**config.mk**
```make
export PLATFORM = sky130hd
export DESIGN_NAME = mem_port_arbiter_flat
export DESIGN_NICKNAME = d
export VERILOG_FILES = /design/src/rtl/mem_port_arbiter_if.sv /design/src/rtl/mem_port_arbiter.sv /design/src/flat_wrapper.sv
export SDC_FILE = /design/constraint.sdc
export NUM_CORES = 1
export LEC_CHECK = 0
export CORE_MARGIN = 10
export CORE_UTILIZATION = 29
export CTS_CLUSTER_DIAMETER = 50
export CTS_CLUSTER_SIZE = 25
export DETAILED_ROUTE_END_ITERATION = 6
export PLACE_DENSITY_LB_ADDON = 0.1
export SLEW_MARGIN = 30
export SYNTH_ARGS = -nofsm -noshare
export SYNTH_HDL_FRONTEND = slang
export SYNTH_SLANG_ARGS = --single-unit
```
**constraint.sdc**
```tcl
create_clock -name clk -period 5.65 [get_ports clk]
set_clock_uncertainty 0.15 [all_clocks]
set_input_delay 1.13 -clock clk [delete_from_list [all_inputs] [get_ports clk]]
set_output_delay 1.13 -clock clk [all_outputs]
set_load 0.01 [all_outputs]
```
**src/rtl/mem_port_arbiter_if.sv**
```systemverilog
// ============================================================================
// mem_port_arbiter_if : handshake bundle between requesters, memory and arbiter
// Rev 1.0 - initial release
// ============================================================================
`default_nettype none

interface mem_port_arbiter_if;
    logic [2:0] req_i;
    logic [2:0] we_i;
    logic       mem_ready_i;
    logic [1:0] sel_o;
    logic       mem_req_o;
    logic       mem_we_o;
    logic [2:0] gnt_o;
    logic [2:0] done_o;
    logic [2:0] stall_o;
    logic       err_o;

    // Arbiter side
    modport slave (
        input  req_i,
        input  we_i,
        input  mem_ready_i,
        output sel_o,
        output mem_req_o,
        output mem_we_o,
        output gnt_o,
        output done_o,
        output stall_o,
        output err_o
    );

    // Requester / memory side
    modport master (
        output req_i,
        output we_i,
        output mem_ready_i,
        input  sel_o,
        input  mem_req_o,
        input  mem_we_o,
        input  gnt_o,
        input  done_o,
        input  stall_o,
        input  err_o
    );
endinterface

`default_nettype wire

```
**src/rtl/mem_port_arbiter.sv**
```systemverilog
// ============================================================================
// mem_port_arbiter : round-robin owner of the shared memory port, with watchdog
// Rev 1.0 - initial release
// ============================================================================
`default_nettype none

module mem_port_arbiter #(
    parameter int TIMEOUT_CYCLES = 16,
    parameter int CNT_BITS       = 5
) (
    input  wire logic          clk,
    input  wire logic          reset,
    mem_port_arbiter_if.slave  bus
);

    localparam logic [CNT_BITS-1:0] C_TMO_LAST = CNT_BITS'(TIMEOUT_CYCLES - 1);
    localparam logic [1:0]          C_LOADER   = 2'd2;

    typedef enum logic [0:0] {
        ST_IDLE   = 1'b0,
        ST_ACCESS = 1'b1
    } state_t;

    state_t              state_q;
    logic [1:0]          owner_q;
    logic [1:0]          last_q;
    logic                we_q;
    logic                mem_req_q;
    logic [2:0]          gnt_q;
    logic [CNT_BITS-1:0] cnt_q;
    logic                err_q;

    logic [1:0]          w_c1;
    logic [1:0]          w_c2;
    logic [1:0]          w_winner;
    logic                w_timeout;
    logic                w_finish;
    logic [2:0]          w_done;

    function automatic logic [1:0] f_next(input logic [1:0] idx);
        return (idx >= 2'd2) ? 2'd0 : idx + 2'd1;
    endfunction

    // Search order starts just after the previous owner; the previous owner
    // itself is the last candidate, so it wins only when nobody else asks.
    assign w_c1 = f_next(last_q);
    assign w_c2 = f_next(w_c1);

    always_comb begin
        w_winner = last_q;
        if (bus.req_i[w_c1]) begin
            w_winner = w_c1;
        end else if (bus.req_i[w_c2]) begin
            w_winner = w_c2;
        end
    end

    assign w_timeout = (cnt_q == C_TMO_LAST);
    // A reset cycle must not look like a completion to the owner.
    assign w_finish  = (state_q == ST_ACCESS) && (bus.mem_ready_i || w_timeout) && !reset;
    assign w_done    = w_finish ? gnt_q : 3'b000;

    always_ff @(posedge clk) begin
        if (reset) begin
            state_q   <= ST_IDLE;
            owner_q   <= 2'd0;
            last_q    <= C_LOADER;
            we_q      <= 1'b0;
            mem_req_q <= 1'b0;
            gnt_q     <= 3'b000;
            cnt_q     <= '0;
            err_q     <= 1'b0;
        end else begin
            case (state_q)
                ST_IDLE: begin
                    if (|bus.req_i) begin
                        owner_q   <= w_winner;
                        we_q      <= bus.we_i[w_winner];
                        gnt_q     <= 3'b001 << w_winner;
                        mem_req_q <= 1'b1;
                        cnt_q     <= '0;
                        state_q   <= ST_ACCESS;
                    end
                end
                ST_ACCESS: begin
                    if (bus.mem_ready_i || w_timeout) begin
                        if (!bus.mem_ready_i) begin
                            err_q <= 1'b1;
                        end
                        last_q    <= owner_q;
                        cnt_q     <= '0;
                        gnt_q     <= 3'b000;
                        mem_req_q <= 1'b0;
                        state_q   <= ST_IDLE;
                    end else begin
                        cnt_q <= cnt_q + 1'b1;
                    end
                end
                default: begin
                    state_q <= ST_IDLE;
                end
            endcase
        end
    end

    assign bus.sel_o     = owner_q;
    assign bus.mem_req_o = mem_req_q;
    assign bus.mem_we_o  = we_q;
    assign bus.gnt_o     = gnt_q;
    assign bus.done_o    = w_done;
    assign bus.stall_o   = bus.req_i & ~w_done;
    assign bus.err_o     = err_q;

endmodule

`default_nettype wire

```
**src/flat_wrapper.sv**
```systemverilog
// flat-port wrapper written by rule: the top's interface ports become plain ports
module mem_port_arbiter_flat 
#(
    parameter int TIMEOUT_CYCLES = 16,
    parameter int CNT_BITS       = 5
)
  (clk, reset, bus_req_i, bus_we_i, bus_mem_ready_i, bus_sel_o, bus_mem_req_o, bus_mem_we_o, bus_gnt_o, bus_done_o, bus_stall_o, bus_err_o);
  mem_port_arbiter_if bus_i ();
  input  wire logic clk;
  input  wire logic reset;
  input wire logic [$bits(bus_i.req_i)-1:0] bus_req_i;
  input wire logic [$bits(bus_i.we_i)-1:0] bus_we_i;
  input wire logic [$bits(bus_i.mem_ready_i)-1:0] bus_mem_ready_i;
  output wire logic [$bits(bus_i.sel_o)-1:0] bus_sel_o;
  output wire logic [$bits(bus_i.mem_req_o)-1:0] bus_mem_req_o;
  output wire logic [$bits(bus_i.mem_we_o)-1:0] bus_mem_we_o;
  output wire logic [$bits(bus_i.gnt_o)-1:0] bus_gnt_o;
  output wire logic [$bits(bus_i.done_o)-1:0] bus_done_o;
  output wire logic [$bits(bus_i.stall_o)-1:0] bus_stall_o;
  output wire logic [$bits(bus_i.err_o)-1:0] bus_err_o;
  assign bus_i.req_i = bus_req_i;
  assign bus_i.we_i = bus_we_i;
  assign bus_i.mem_ready_i = bus_mem_ready_i;
  assign bus_sel_o = bus_i.sel_o;
  assign bus_mem_req_o = bus_i.mem_req_o;
  assign bus_mem_we_o = bus_i.mem_we_o;
  assign bus_gnt_o = bus_i.gnt_o;
  assign bus_done_o = bus_i.done_o;
  assign bus_stall_o = bus_i.stall_o;
  assign bus_err_o = bus_i.err_o;
  mem_port_arbiter #(.TIMEOUT_CYCLES(TIMEOUT_CYCLES), .CNT_BITS(CNT_BITS)) u_core (.clk(clk), .reset(reset), .bus(bus_i));
endmodule
```
# == Word-level counts from Yosys, hierarchy flattened ==
# Index checks and enable logic that the tools add are counted.
# op_classes
muxes,23
shifts,1
reduce_logical,9
n_addsub,3
eq_ne,3
n_mul,0
order_cmp,5
n_div,0
n_bitwise,4
# ops
operator,n
$mux 5,2
$pmux 5 s2,1
$lt 2x3->1 const B,3
$mux 3,3
$mux 2,4
$mux 1,7
$bmux 1 s2,3
$pmux 3 s2,1
$reduce_and 2->1,3
$add 5x1->5 const B,1
$eq 5x4->1 const B,1
$add 2x1->2 const B,2
$ge 2x2->1 const B,2
$pmux 1 s2,2
$and 3x3->3,1
$not 3->3,1
$reduce_and 3->1,1
$reduce_or 3->1,1
$shl 1x2->3 const A,1
$logic_and 1x1->1,2
$ne 2x1->1 const B,1
$ne 2x2->1 const B,1
$not 1->1,2
$logic_not 1->1,1
$logic_or 1x1->1,1
# totals
wordCells,56
output_inout_bits,14
n_memories,0
ramBits,0
in_bits,9
mem_bits_ro,0
reg_bits,16
latch_bits,0

# == Depth between registers and ports, before layout ==
# logic_depth
word_depth,11
depth_mapped,7
mapped_depth_nobuf,7

# == Worst setup path before layout ==
# OpenSTA, ideal clock, no wires.
# synth_timing
kind,input port to output port
start,in bus_mem_ready_i
end,out bus_stall_o[1]
setup_slack_ps,2370
required_ps,4370
t_arrival_ps,2000
n_path_buf,0
stages,4
path_cell_list,o21ai_0 -> nor2_1 -> and2_1 -> nor2b_1
# synth_via
elab_chain_len,6
# synth_rtl
element,line,source
start: declaration,flat_wrapper.sv:13,input wire logic [$bits(bus_i.mem_ready_i)-1:0] bus_mem_ready_i;
$logic_or 1x1->1,mem_port_arbiter.sv:60,assign w_finish = (state_q == ST_ACCESS) && (bus.mem_ready_i || w_timeout) && !reset;
$logic_and 1x1->1 (2 in a row),mem_port_arbiter.sv:60,
$mux 3,mem_port_arbiter.sv:61,assign w_done = w_finish ? gnt_q : 3'b000;
net bus_done_o[1],flat_wrapper.sv:18,output wire logic [$bits(bus_i.done_o)-1:0] bus_done_o;
$not 3->3,mem_port_arbiter.sv:111,assign bus.stall_o = bus.req_i & ~w_done;
$and 3x3->3,mem_port_arbiter.sv:111,
end: declaration,flat_wrapper.sv:19,output wire logic [$bits(bus_i.stall_o)-1:0] bus_stall_o;
# The timed path passes the listed nets, and every way through them passes these cells.

# == Worst setup path after layout ==
# layout_timing
start,in bus_mem_ready_i
end,out bus_stall_o[2]
# layout_via
elab_chain_len,6
# layout_rtl
element,line
$logic_or 1x1->1,mem_port_arbiter.sv:60
$logic_and 1x1->1 (2 in a row),mem_port_arbiter.sv:60
$mux 3,mem_port_arbiter.sv:61
$not 3->3,mem_port_arbiter.sv:111
$and 3x3->3,mem_port_arbiter.sv:111
# No other way between the ends.

==> reports/qor.yml <==
worstHoldPathType: "register to register"
synth_seq_cells: 16
endpoint_kind: "output pin"
cts-hold-fix-buffers: 0
dr.pass1.iters: 4
tightest_slew_ns: 0.664
rsz0062_at_grt: "no"
cpMostUsedCell: "clkdlybuf4s50_1"
rows: 19
finalNetCount: 138
drt_wl_total_um: 2150
async_reset_ff_frac: 0
synth_top_area_cell: "dfxtp_1"
clk_path_buf_depth: 2
power-per-cell-area_nw_per_um2: 222
cts_buffers: 3
arrival_ns: 3.13
yosysMostFrequentCell: "nor2_1"
synthesis.nets: 116
syn_avg_cell_area_sq_um: 7.98
ant_nets: 0
htree_levels: 1
worstSetupPathType: "primary input to output pin"
cts-root-buf: "clkbuf_4"
critical_path_peak_fanout: 5
numPortBuffers: 22
synth_flop_cell: "dfxtp_1"
grt_start_max_net_pins: 18
vdd_drop_max_uv: 122
coreArea_sq_um: 2760
post_cts_resized: 0
p_leak_uw: 0.000414
synth.yosys.warnings: 0
cts.sinks: 16
gr-total-overflow: 0
multiInputGateArea_sq_um: 472
post-route-drc-count: 0
timing.rr.end: "u_core.last_q[1]$_SDFFE_PP1P_"
vias_per_cell: 5.03
hold_viol_final: 0
worstPathCellList: "clkdlybuf4s50_1 -> o21ai_0 -> nor2_1 -> and2_1 -> nor2b_1 -> clkdlybuf4s50_1"
grt_pass1_wl_um: 3590
drv_cap: 0
startpoint_type: "primary input"
clk_latency_ns: 0.28
antenna_cells: 0
rrSetupSlack_ns: 3.44
synthTopCellsByArea: "dfxtp_1 (38%), nor2_1 (8.5%), a21oi_1 (7.2%)"
slowest_stage: "o21ai_0"
first_global_vias: 782
syn_area_sq_um: 838
synth_commonest_cells: "nor2_1 (19), dfxtp_1 (16), a21oi_1 (12), o21ai_0 (6)"
fmax_mhz: 227
ios: 23
hp-start: "u_core.bus.gnt_o[1]$_SDFFE_PP0P_"
place_congestion: 0.756
dieHeight_um: 73.8
slew_headroom: 0.554
drt_iter0_drc: 69
seq_area_sq_um: 320
synth_edf_count: 0
drive_gt1_frac: 0.0635
grtUsageTotal: 0.0808
netlist.area_leader.share: 0.382
vias: 789
die_area_sq_um: 5440
ys_seq_area_frac: 0.382
outcome: "completed"
die_x_um: 73.8
finalCriticalPeriod_ns: 4.41
rr_worst_depth: 6
worstHoldEndpoint: "u_core.bus.gnt_o[1]$_SDFFE_PP0P_"
cpPeakStageDelay_ns: 0.55
routedWlPerCell_um: 13.7
drv_slew: 0
start_util: 0.304
n_fill_cell: 309
startpoint: "bus_mem_ready_i"
required_ns: 4.37
period_share: 0.781
setup_viol: 0
setup-tns-final_ns: 0
path_clk_slew_ns: 0.10
hold_depth: 2
synth_cell_types: 35
synth_cells: 105
rr_startpoint: "u_core.cnt_q[0]$_SDFFE_PP0P_"
area_delta_synth_final_pct: 31.5
antenna_found_initial: 0
dp_hpwl_um: 1620
utilization: 0.400
cts_tree: "done"
cts_setup_buffers: 0
-- layer usage --
| layer | wire length [um] | vias to the layer above | GRT usage |
|---|---|---|---|
| li1 | - | 410 | - |
| met1 | 955 | 355 | 0.0964 |
| met2 | 965 | 22 | 0.124 |
| met3 | 213 | 2 | 0.0350 |
| met4 | 18 | 0 | 0.0311 |
| met5 | 0 | - | 0 |
-- final cells by class --
cell class | instances | area share
Sequential cell | 16 | 0.291
Multi-Input combinational cell | 80 | 0.428
Clock buffer | 4 | 0.0329
Tap cell | 31 | 0.0352
Timing Repair Buffer | 22 | 0.200
Inverter | 4 | 0.0136
-- how the worst max path moves through the flow --
stage	cells past startpoint	endpoint	slack, ns
floorplan	4	bus_stall_o[1]	2.37
global placement	6	bus_stall_o[1]	1.22
detailed placement	6	bus_stall_o[2]	1.19
CTS	6	bus_stall_o[2]	1.20
global route	6	bus_stall_o[2]	1.02
finish	6	bus_stall_o[2]	1.24
-- kinds of logic (layout without fill, tap and decap cells) --
family,count (synthesis),count (layout),synth area share
AOI/OAI and AO/OA,27,27,0.197
adders and majority gates,2,2,0.0298
buffers and inverters,9,30,0.0552
DFF,16,16,0.382
muxes,1,1,0.0119
and+or+nand+nor,50,50,0.324
-- power breakdown --
group | internal [uW] | leakage [uW] | switching [uW]
clock | 39.2 | 0.0000210 | 37.0
sequential | 118 | 0.000131 | 5.74
combinational | 23.5 | 0.000262 | 21.5
total | 181 | 0.000414 | 64.2
-- state kept, by name, summed over array words and instances (netlist names) --
name / count
u_core.bus.err_o: 1
u_core.bus.gnt_o: 3
u_core.bus.mem_req_o: 1
u_core.bus.mem_we_o: 1
u_core.bus.sel_o: 2
u_core.cnt_q: 5
u_core.last_q: 2
u_core.state_q: 1
-- metrics by stage --
stage          hold slack (ns)  setup WS [ns]  power (uW)  cells  cell area (sq um)
3_5_place_dp             0.315           1.19         172    153               1070
5_1_grt                  0.354           1.02         262    157               1100
6_report                 0.323           1.24         245    157               1100
4_1_cts                  0.331           1.20         250    157               1100
3_3_place_gp             0.309           1.22         172    153               1070
2_1_floorplan            0.295           2.37         151    105                838
-- layout by cell type, fill, tap and decap left out, types with 2 or more instances in the layout --
cell type	count
and3_1	3
dfxtp_1	16
ha_1	2
nand2b_1	2
nand4b_1	2
or3b_1	2
nor2b_1	3
clkdlybuf4s50_1	22
nor3_1	3
o21ai_0	6
inv_1	4
nor2_1	19
nand2_1	3
a21oi_1	12
and2_1	4
clkbuf_4	3
nand3_1	3
-- worst max-delay path: cells and delay by family --
kind,cells,cell delay [ns]
AOI/OAI and AO/OA,1,0.55
and+or+nand+nor,3,0.46
buffers and inverters,2,0.99
Note: power is estimated with default switching activity, not from simulation.
